[config.mk]
export PLATFORM = sky130hd
export DESIGN_NAME = gcd_job_scheduler
export DESIGN_NICKNAME = d
export VERILOG_FILES = /design/src/rtl/gcd_job_scheduler.sv
export SDC_FILE = /design/constraint.sdc
export NUM_CORES = 1
export LEC_CHECK = 0
export CAP_MARGIN = 20
export CORE_MARGIN = 2
export CORE_UTILIZATION = 44
export CTS_CLUSTER_SIZE = 25
export DETAILED_ROUTE_END_ITERATION = 8
export MAX_ROUTING_LAYER = met4
export PLACE_DENSITY = 0.87
export SYNTH_ARGS = -nofsm -noshare
export SYNTH_HDL_FRONTEND = slang
export SYNTH_SLANG_ARGS = --single-unit
[constraint.sdc]
create_clock -name clk -period 8.1 [get_ports clk]
set_clock_uncertainty 0.05 [all_clocks]
set_input_delay 0.81 -clock clk [delete_from_list [all_inputs] [get_ports clk]]
set_output_delay 0.81 -clock clk [all_outputs]
set_load 0.005 [all_outputs]
[src/rtl/gcd_job_scheduler.sv]
// gcd_job_scheduler
//   Lets NREQ requesters share one external subtractive GCD datapath.
//   Requesters are served one job at a time, picked round-robin. The
//   controller sequences the datapath and returns each result, tagged with
//   the requester id, over a valid/ready response channel.
//
// Parameters
//   NREQ      number of requesters (2..8)
//   W         operand/result width
//   MAX_ITER  subtraction limit per job (only with GCD_TIMEOUT_EN)
//
// Build option
//   GCD_TIMEOUT_EN  when defined, a job is aborted with rsp_err=1 once it
//                   has used MAX_ITER subtractions without reaching eq.
//
// Ports
//   clk, rst_n            clock, asynchronous active-low reset
//   req/opa/opb           per-requester request and packed operands
//   grant                 one-hot pulse; operands captured on that edge
//   dp_data_in, sel_in,   datapath input mux and subtractor select
//   sel1, sel2, ldA, ldB  datapath control and register loads
//   lt, gt, eq, dp_result datapath comparator flags and A register value
//   busy                  controller is not idle
//   rsp_*                 response channel (valid/ready, id, data, err)
//
// State | meaning
//   IDLE   | arbitrate and capture a job
//   LOAD_A | load A register from latched operand A
//   LOAD_B | load B register from latched operand B
//   CMP    | subtract until equal
//   RESP   | hold response until accepted
module gcd_job_scheduler #(
  parameter int NREQ     = 4,
  parameter int W        = 16,
  parameter int MAX_ITER = 1024
) (
  input  logic                                 clk,
  input  logic                                 rst_n,
  input  logic [NREQ-1:0]                      req,
  input  logic [NREQ*W-1:0]                    opa,
  input  logic [NREQ*W-1:0]                    opb,
  output logic [NREQ-1:0]                      grant,
  output logic [W-1:0]                         dp_data_in,
  output logic                                 sel_in,
  output logic                                 sel1,
  output logic                                 sel2,
  output logic                                 ldA,
  output logic                                 ldB,
  input  logic                                 lt,
  input  logic                                 gt,
  input  logic                                 eq,
  input  logic [W-1:0]                         dp_result,
  output logic                                 busy,
  output logic                                 rsp_valid,
  input  logic                                 rsp_ready,
  output logic [((NREQ>1)?$clog2(NREQ):1)-1:0] rsp_id,
  output logic [W-1:0]                         rsp_data,
  output logic                                 rsp_err
);

  localparam int IDW = (NREQ > 1) ? $clog2(NREQ) : 1;

  typedef enum logic [2:0] {S_IDLE, S_LOAD_A, S_LOAD_B, S_CMP, S_RESP} state_t;

  state_t         r_state, w_state_nxt;
  logic [IDW-1:0] r_ptr, r_id;
  logic [W-1:0]   r_opa, r_opb, r_rsp_data;
  logic           r_rsp_err;

  logic           w_hit;
  logic [IDW-1:0] w_win, w_cand;
  logic [W-1:0]   w_opa, w_opb;
  logic           w_zero;
  logic           w_tmo;

  // Round-robin search: first set request at or above the pointer, wrapping.
  always_comb begin
    w_hit  = 1'b0;
    w_win  = '0;
    w_cand = '0;
    for (int i = 0; i < NREQ; i++) begin
      w_cand = IDW'((int'(r_ptr) + i) % NREQ);
      if (!w_hit && req[w_cand]) begin
        w_hit = 1'b1;
        w_win = w_cand;
      end
    end
  end

  assign w_opa  = opa[int'(w_win)*W +: W];
  assign w_opb  = opb[int'(w_win)*W +: W];
  assign w_zero = (w_opa == '0) || (w_opb == '0);

`ifdef GCD_TIMEOUT_EN
  localparam int ITW = $clog2(MAX_ITER + 1);
  logic [ITW-1:0] r_iter;

  assign w_tmo = (r_iter == ITW'(MAX_ITER));

  always_ff @(posedge clk or negedge rst_n) begin
    if (!rst_n)
      r_iter <= '0;
    else if (r_state == S_LOAD_A)
      r_iter <= '0;
    else if ((r_state == S_CMP) && !eq && !w_tmo && (lt || gt))
      r_iter <= r_iter + 1'b1;
  end
`else
  assign w_tmo = 1'b0;
`endif

  always_comb begin
    w_state_nxt = r_state;
    grant       = '0;
    dp_data_in  = '0;
    sel_in      = 1'b0;
    sel1        = 1'b0;
    sel2        = 1'b0;
    ldA         = 1'b0;
    ldB         = 1'b0;
    case (r_state)
      S_IDLE: begin
        if (w_hit) begin
          grant       = NREQ'(1) << w_win;
          w_state_nxt = w_zero ? S_RESP : S_LOAD_A;
        end
      end
      S_LOAD_A: begin
        dp_data_in  = r_opa;
        sel_in      = 1'b1;
        ldA         = 1'b1;
        w_state_nxt = S_LOAD_B;
      end
      S_LOAD_B: begin
        dp_data_in  = r_opb;
        sel_in      = 1'b1;
        ldB         = 1'b1;
        w_state_nxt = S_CMP;
      end
      S_CMP: begin
        // eq wins over the limit so a job finishing on its last allowed step still succeeds
        if (eq || w_tmo) begin
          w_state_nxt = S_RESP;
        end else if (lt) begin
          sel1 = 1'b1;
          ldB  = 1'b1;
        end else if (gt) begin
          sel2 = 1'b1;
          ldA  = 1'b1;
        end else begin
          w_state_nxt = S_RESP;
        end
      end
      S_RESP: begin
        if (rsp_ready) w_state_nxt = S_IDLE;
      end
      default: w_state_nxt = S_IDLE;
    endcase
  end

  always_ff @(posedge clk or negedge rst_n) begin
    if (!rst_n) begin
      r_state    <= S_IDLE;
      r_ptr      <= '0;
      r_id       <= '0;
      r_opa      <= '0;
      r_opb      <= '0;
      r_rsp_data <= '0;
      r_rsp_err  <= 1'b0;
    end else begin
      r_state <= w_state_nxt;
      case (r_state)
        S_IDLE: begin
          if (w_hit) begin
            r_id  <= w_win;
            r_opa <= w_opa;
            r_opb <= w_opb;
            if (w_zero) begin
              r_rsp_data <= (w_opa == '0) ? w_opb : w_opa;
              r_rsp_err  <= (w_opa == '0) && (w_opb == '0);
            end
          end
        end
        S_CMP: begin
          if (eq) begin
            r_rsp_data <= dp_result;
            r_rsp_err  <= 1'b0;
          end else if (w_tmo || (!lt && !gt)) begin
            r_rsp_data <= '0;
            r_rsp_err  <= 1'b1;
          end
        end
        S_RESP: begin
          if (rsp_ready)
            r_ptr <= (int'(r_id) == NREQ - 1) ? '0 : r_id + 1'b1;
        end
        default: ;
      endcase
    end
  end

  assign busy      = (r_state != S_IDLE);
  assign rsp_valid = (r_state == S_RESP);
  assign rsp_id    = r_id;
  assign rsp_data  = r_rsp_data;
  assign rsp_err   = r_rsp_err;

endmodule

After elaboration in Yosys (flattened, before gate mapping):

Index checks and enable logic that the tools add are counted.

* input bits: 154
* memories kept: 0
* memory bits (read-only): 0
* output and inout port bits: 46
* register bits after elaboration: 56
* memory bits (writable): 0
* word-level logic and storage cells: 98
* latch bits: 0

* divide/modulo/power cells: 0
* mux-type cells: 48
* shifts and indexed selects: 3
* order comparisons: 4
* add/subtract/negate cells: 4
* eq/ne operators: 11
* multiply operators: 0
* reduce and logical (&&, ||, !) cells: 21
* bitwise operators: 0

Operators by type and width (number)
* $shiftx 64x7->16: 2
* $mux 16: 5
* $pmux 16 s2: 2
* $logic_not 16->1: 2
* $mux 1: 20
* $mux 3: 6
* $pmux 3 s5: 1
* $lt 2x3->1 const B: 4
* $mux 2: 5
* $ne 3x3->1 const B: 3
* $bmux 1 s2: 4
* $mux 4: 2
* $reduce_and 4->1: 2
* $eq 3x2->1 const B: 2
* $pmux 1 s2: 3
* $logic_and 1x1->1: 5
* $logic_not 1->1: 5
* $add 2x1->2 const B: 2
* $add 2x2->2 const B: 2
* $ne 2x2->1 const B: 2
* $reduce_and 2->1: 2
* $shl 1x2->4 const A: 1
* $eq 3x1->1 const B: 1
* $eq 3x3->1 const B: 1
* 7 further kinds: 7

Logic depth before layout (Yosys ltp):

* depth after elaboration: 18
* gate-level depth with buffers: 14
* depth with buffers taken out: 10

Worst setup path after synthesis:

No wires, ideal clock.

* kind: input to register
* from: input port req[3]
* to: register r_rsp_data[13] (netlist: rsp_data[13])
* library setup time: 127 ps
* stages: 13
* path buffers: 3
* path slack: 4650 ps
* data required time: 7923 ps
* data arrival time: 3272 ps
* cells stage by stage: nand2b_1 nand2_1 a21oi_1 a21bo_2 buf_4 buf_4 mux2_2 nand4_1 nor4_4 nor2_2 o22ai_4 buf_8 mux2_1

* longest elaborated chain between the ends: 18
* elaborated cells between the ends (all ways): 34
* classes of those cells: eq/ne: 2; shift: 2; mux: 20; reduce/logical: 10

Ends and longest elaborated chain
* from (decl): RTL line 39 `input logic [NREQ-1:0] req,`
* $bmux 1 s2: RTL line 83 `if (!w_hit && req[w_cand]) begin`
* $mux 1 (implied by the code): RTL line 83
* $mux 1: RTL line 83
* $logic_not 1->1: RTL line 83
* $logic_and 1x1->1: RTL line 83
* $mux 1: RTL line 83
* $logic_not 1->1: RTL line 83
* $logic_and 1x1->1: RTL line 83
* [2 not listed]
* $logic_and 1x1->1: RTL line 83
* $mux 2: RTL line 83
* $shiftx 64x7->16: RTL line 90 `assign w_opa = opa[int'(w_win)*W +: W];`
* $logic_not 16->1: RTL line 92, 179
* $mux 16: RTL line 179 `r_rsp_data <= (w_opa == '0) ? w_opb : w_opa;`
* $mux 16: RTL line 178 `if (w_zero) begin`
* $mux 16: RTL line 174 `if (w_hit) begin`
* $pmux 16 s2: RTL line 172 `case (r_state)`
* to (signal assigned): RTL line 179
* to (signal assigned): RTL line 186 `r_rsp_data <= dp_result;`
* to (decl): RTL line 67 `logic [W-1:0] r_opa, r_opb, r_rsp_data;`

Several ways; a longest one is shown, not always the timed one. The select of a mux whose other input is x is not followed.
A chain may end at the register's enable or synchronous reset.

Worst setup path in the final report:

* from: input port req[3]
* to: register r_rsp_data[2] (netlist: rsp_data[2])

Same word-level chain as after synthesis.

==> impl_metrics.ini <==
[logic_synthesis]
ys_seq_area_share_pct = 35.6
yosys_warnings = 0
yosys-top-cells-count = 67 x mux2i_1, 56 x dfrtp_1, 40 x mux2_2, 40 x nand2_1, 35 x o21ai_0
yosysTopAreaCellShare_pct = 35.6
yosysTopAreaCell = dfrtp_1
synth-seq-cells = 56
synthFlopType = dfrtp_1
synthCells = 390
synthDistinctLibCells = 37
syn_area_um2 = 3930
netlist_top_cells_area = dfrtp_1 36%, mux2i_1 17%, mux2_2 11%
yosysMostFrequentCell = mux2i_1
async_flop_share_pct = 100
syn_avg_cell_area_um2 = 10.1
synth_edf_count = 0
syn-num-nets = 545

[clocking]
cts-root-buf = clkbuf_8
ctsResizeCount = 0
cts.sinks = 56
clkTransAtPathRegs_ns = 0.11
h-tree-depth = 2
clockBufferDepth = 2
insertion_delay_ns = 0.31
numCtsBuffers = 5
cts_setup_buffers = 0
postCtsHoldBufs = 0
cts_tree = built

[floorplan]
dieArea_um2 = 9710
rows = 34
core_um2 = 8680
initial_core_util_pct = 45.3
die_h_um = 98.6
die_x_um = 98.6
io_pins = 200

[timing]
setup_viol = 0
rsz0062_at_grt = false
drv_slew = 0
fin_crit_ns = 5.39
finalSetupTns_ns = 0
finalHoldViolCount = 0
min_period_over_period_pct = 66.5
relSlewSlack_pct = 38.8
timing.fmax_ghz = 0.186
tightest_slew_ns = 0.911

[detailed_routing]
drtIter0Drc = 223
vias = 3807
wl_um = 13400
highest_layer = met4
route.met3.wl_um = 1040
viasPerCell = 5.57
final_antenna_net_count = 0
drc = 0
wl_per_cell_um = 19.6
drt-met1-wl_um = 5270
firstDrtPassIters = 4
wl_met2_um = 6790

[final_layout]
finalNonFillerCells = 683
final_area_um2 = 6020
nets = 729
area_delta_synth_final_pct = 53.0
insertedDiodeCount = 0
drive_above_1_share_pct = 12.5

[worst_setup_path]
path_max_fanout = 46
critPathTopFamily = simple AND/OR/NAND/NOR gates
required_ns = 8.25
crit_path_top_delay_cell = nor4_4
crit_arrival_ns = 5.54
cp-end-kind = flop
worst_path_largest_cell_delay_ns = 0.85
cp-start-kind = input pin
path_buf_inv = 2
crit_chain = clkdlybuf4s50_1 -> mux2i_1 -> o2bb2ai_2 -> nor2_4 -> buf_4 -> mux2i_1 -> mux2_2 -> nand4_1 -> nor4_4 -> nor2_2 -> o22ai_4 -> mux2_2
worstSetupPathType = input pin to flop

[power_and_ir_drop]
ir_worst_vdd_mv = 0.181
p_comb_share_pct = 62.1
clkPwrFrac_pct = 9.0
p_switching_uw = 701
p_seq_share_pct = 28.9
p_leak_uw = 0.00249
p_int_uw = 1080
powerDensity_nw_per_um2 = 296
swShare_pct = 39.4

[global_routing]
grtUsageTotal_pct = 27.8
grt_first_pass_wirelength_um = 20700
antenna_found_initial = 0
grt_max_degree = 71
overflow = 0
first_global_vias = 3942

[placed_design]
gp_congestion = 0.957
dp_hpwl_um = 10500
port_buffers = 199
postPlaceCellArea_um2 = 5930
place_inst = 675

[flow_run]
max-cap-violations = 0

[hold_path]
worstHoldPathType = flop to flop

[outcome]
status = finished, final reports clean
## cells by family (layout without fill, tap and decap cells)
| group | count (synthesis) | count (layout) | share of synthesized area, % |
|---|---|---|---|
| adder cells (fa/ha/maj) | 1 | 1 | 0.318 |
| multiplexers | 116 | 116 | 31.6 |
| AO/OA/AOI/OAI | 95 | 95 | 15.1 |
| AND/OR/NAND/NOR | 91 | 91 | 12.3 |
| flip-flops | 56 | 56 | 35.6 |
| buffers and inverters | 31 | 216 | 5.03 |
## final timing paths
kind | start | to | slack, ns | cells after the start
setup / recovery | req[3] | rsp_data[2] | 2.71 | 12
hold / removal | r_opb[5] | r_opb[5] | 0.44 | 2
setup reg to reg | r_ptr[1] | rsp_data[2] | 3.24 | 11
hold reg to reg | r_opb[5] | r_opb[5] | 0.44 | 2
max in group asynchronous | rst_n | rsp_data[9] | 6.95 | 2
min in group asynchronous | rst_n | r_ptr[1] | 0.56 | 2
## tightest hold or removal path, cell delays in order (launching register included)
cell,delay (ns)
dfrtp_1,0.36
nand2_1,0.04
o21ai_0,0.06
## state kept, by name, indices dropped and copies added, names as in the netlist
name / flops
r_opa: 16
rsp_id: 2
r_opb: 16
rsp_err: 1
r_ptr: 2
rsp_data: 16
r_state: 3
## metal layers
layer / vias up / track usage [%]
met5: - / -
met4: 0 / 6.74
met3: 23 / 5.39
met2: 191 / 48.6
met1: 1795 / 33.2
li1: 1798 / -
## placed cells by master (no fill, tap or decap), types with 2 or more instances in the layout
cell             instances
a21oi_1                 21
a22o_1                  16
a31oi_1                 17
buf_4                    6
clkbuf_8                 5
clkdlybuf4s50_1        198
dfrtp_1                 56
inv_1                    3
mux2_1                   3
mux2_2                  40
mux2_4                   6
mux2i_1                 67
nand2_1                 40
nand2b_1                18
nand3b_1                 2
nand4_1                  8
nor2_1                   6
nor3b_1                  2
o21ai_0                 35
o31ai_1                  2
or2_2                    2
or2b_1                   2
or3_1                    2
## power by group through the flow
stage	logic, uW	registers, uW	clock network (uW)
2_1_floorplan	674	495	0
6_report	1110	514	160
3_5_place_dp	1100	518	0
4_1_cts	1110	513	160
5_1_grt	1190	530	167
3_3_place_gp	1080	513	0
## stage by stage
stage	hold slack [ns]	total power, uW	utilization (%)	worst slack [ns]
2_1_floorplan	0.400	1170	-	4.65
3_3_place_gp	0.412	1590	68.3	2.61
3_5_place_dp	0.423	1620	68.3	2.44
4_1_cts	0.447	1780	69.3	2.74
5_1_grt	0.470	1890	69.3	2.39
6_report	0.440	1780	69.3	2.71
## final cells by class
type                    count  area (um2)
fillers                   702        2660
inverters                   3        11.3
clock buffers               5        68.8
clock inverters             3        21.3
multi-input cells         303        2350
well taps                 108         135
flip-flops and latches     56        1400
repair buffers            205        2030
Note: power is estimated with default switching activity, not from simulation.
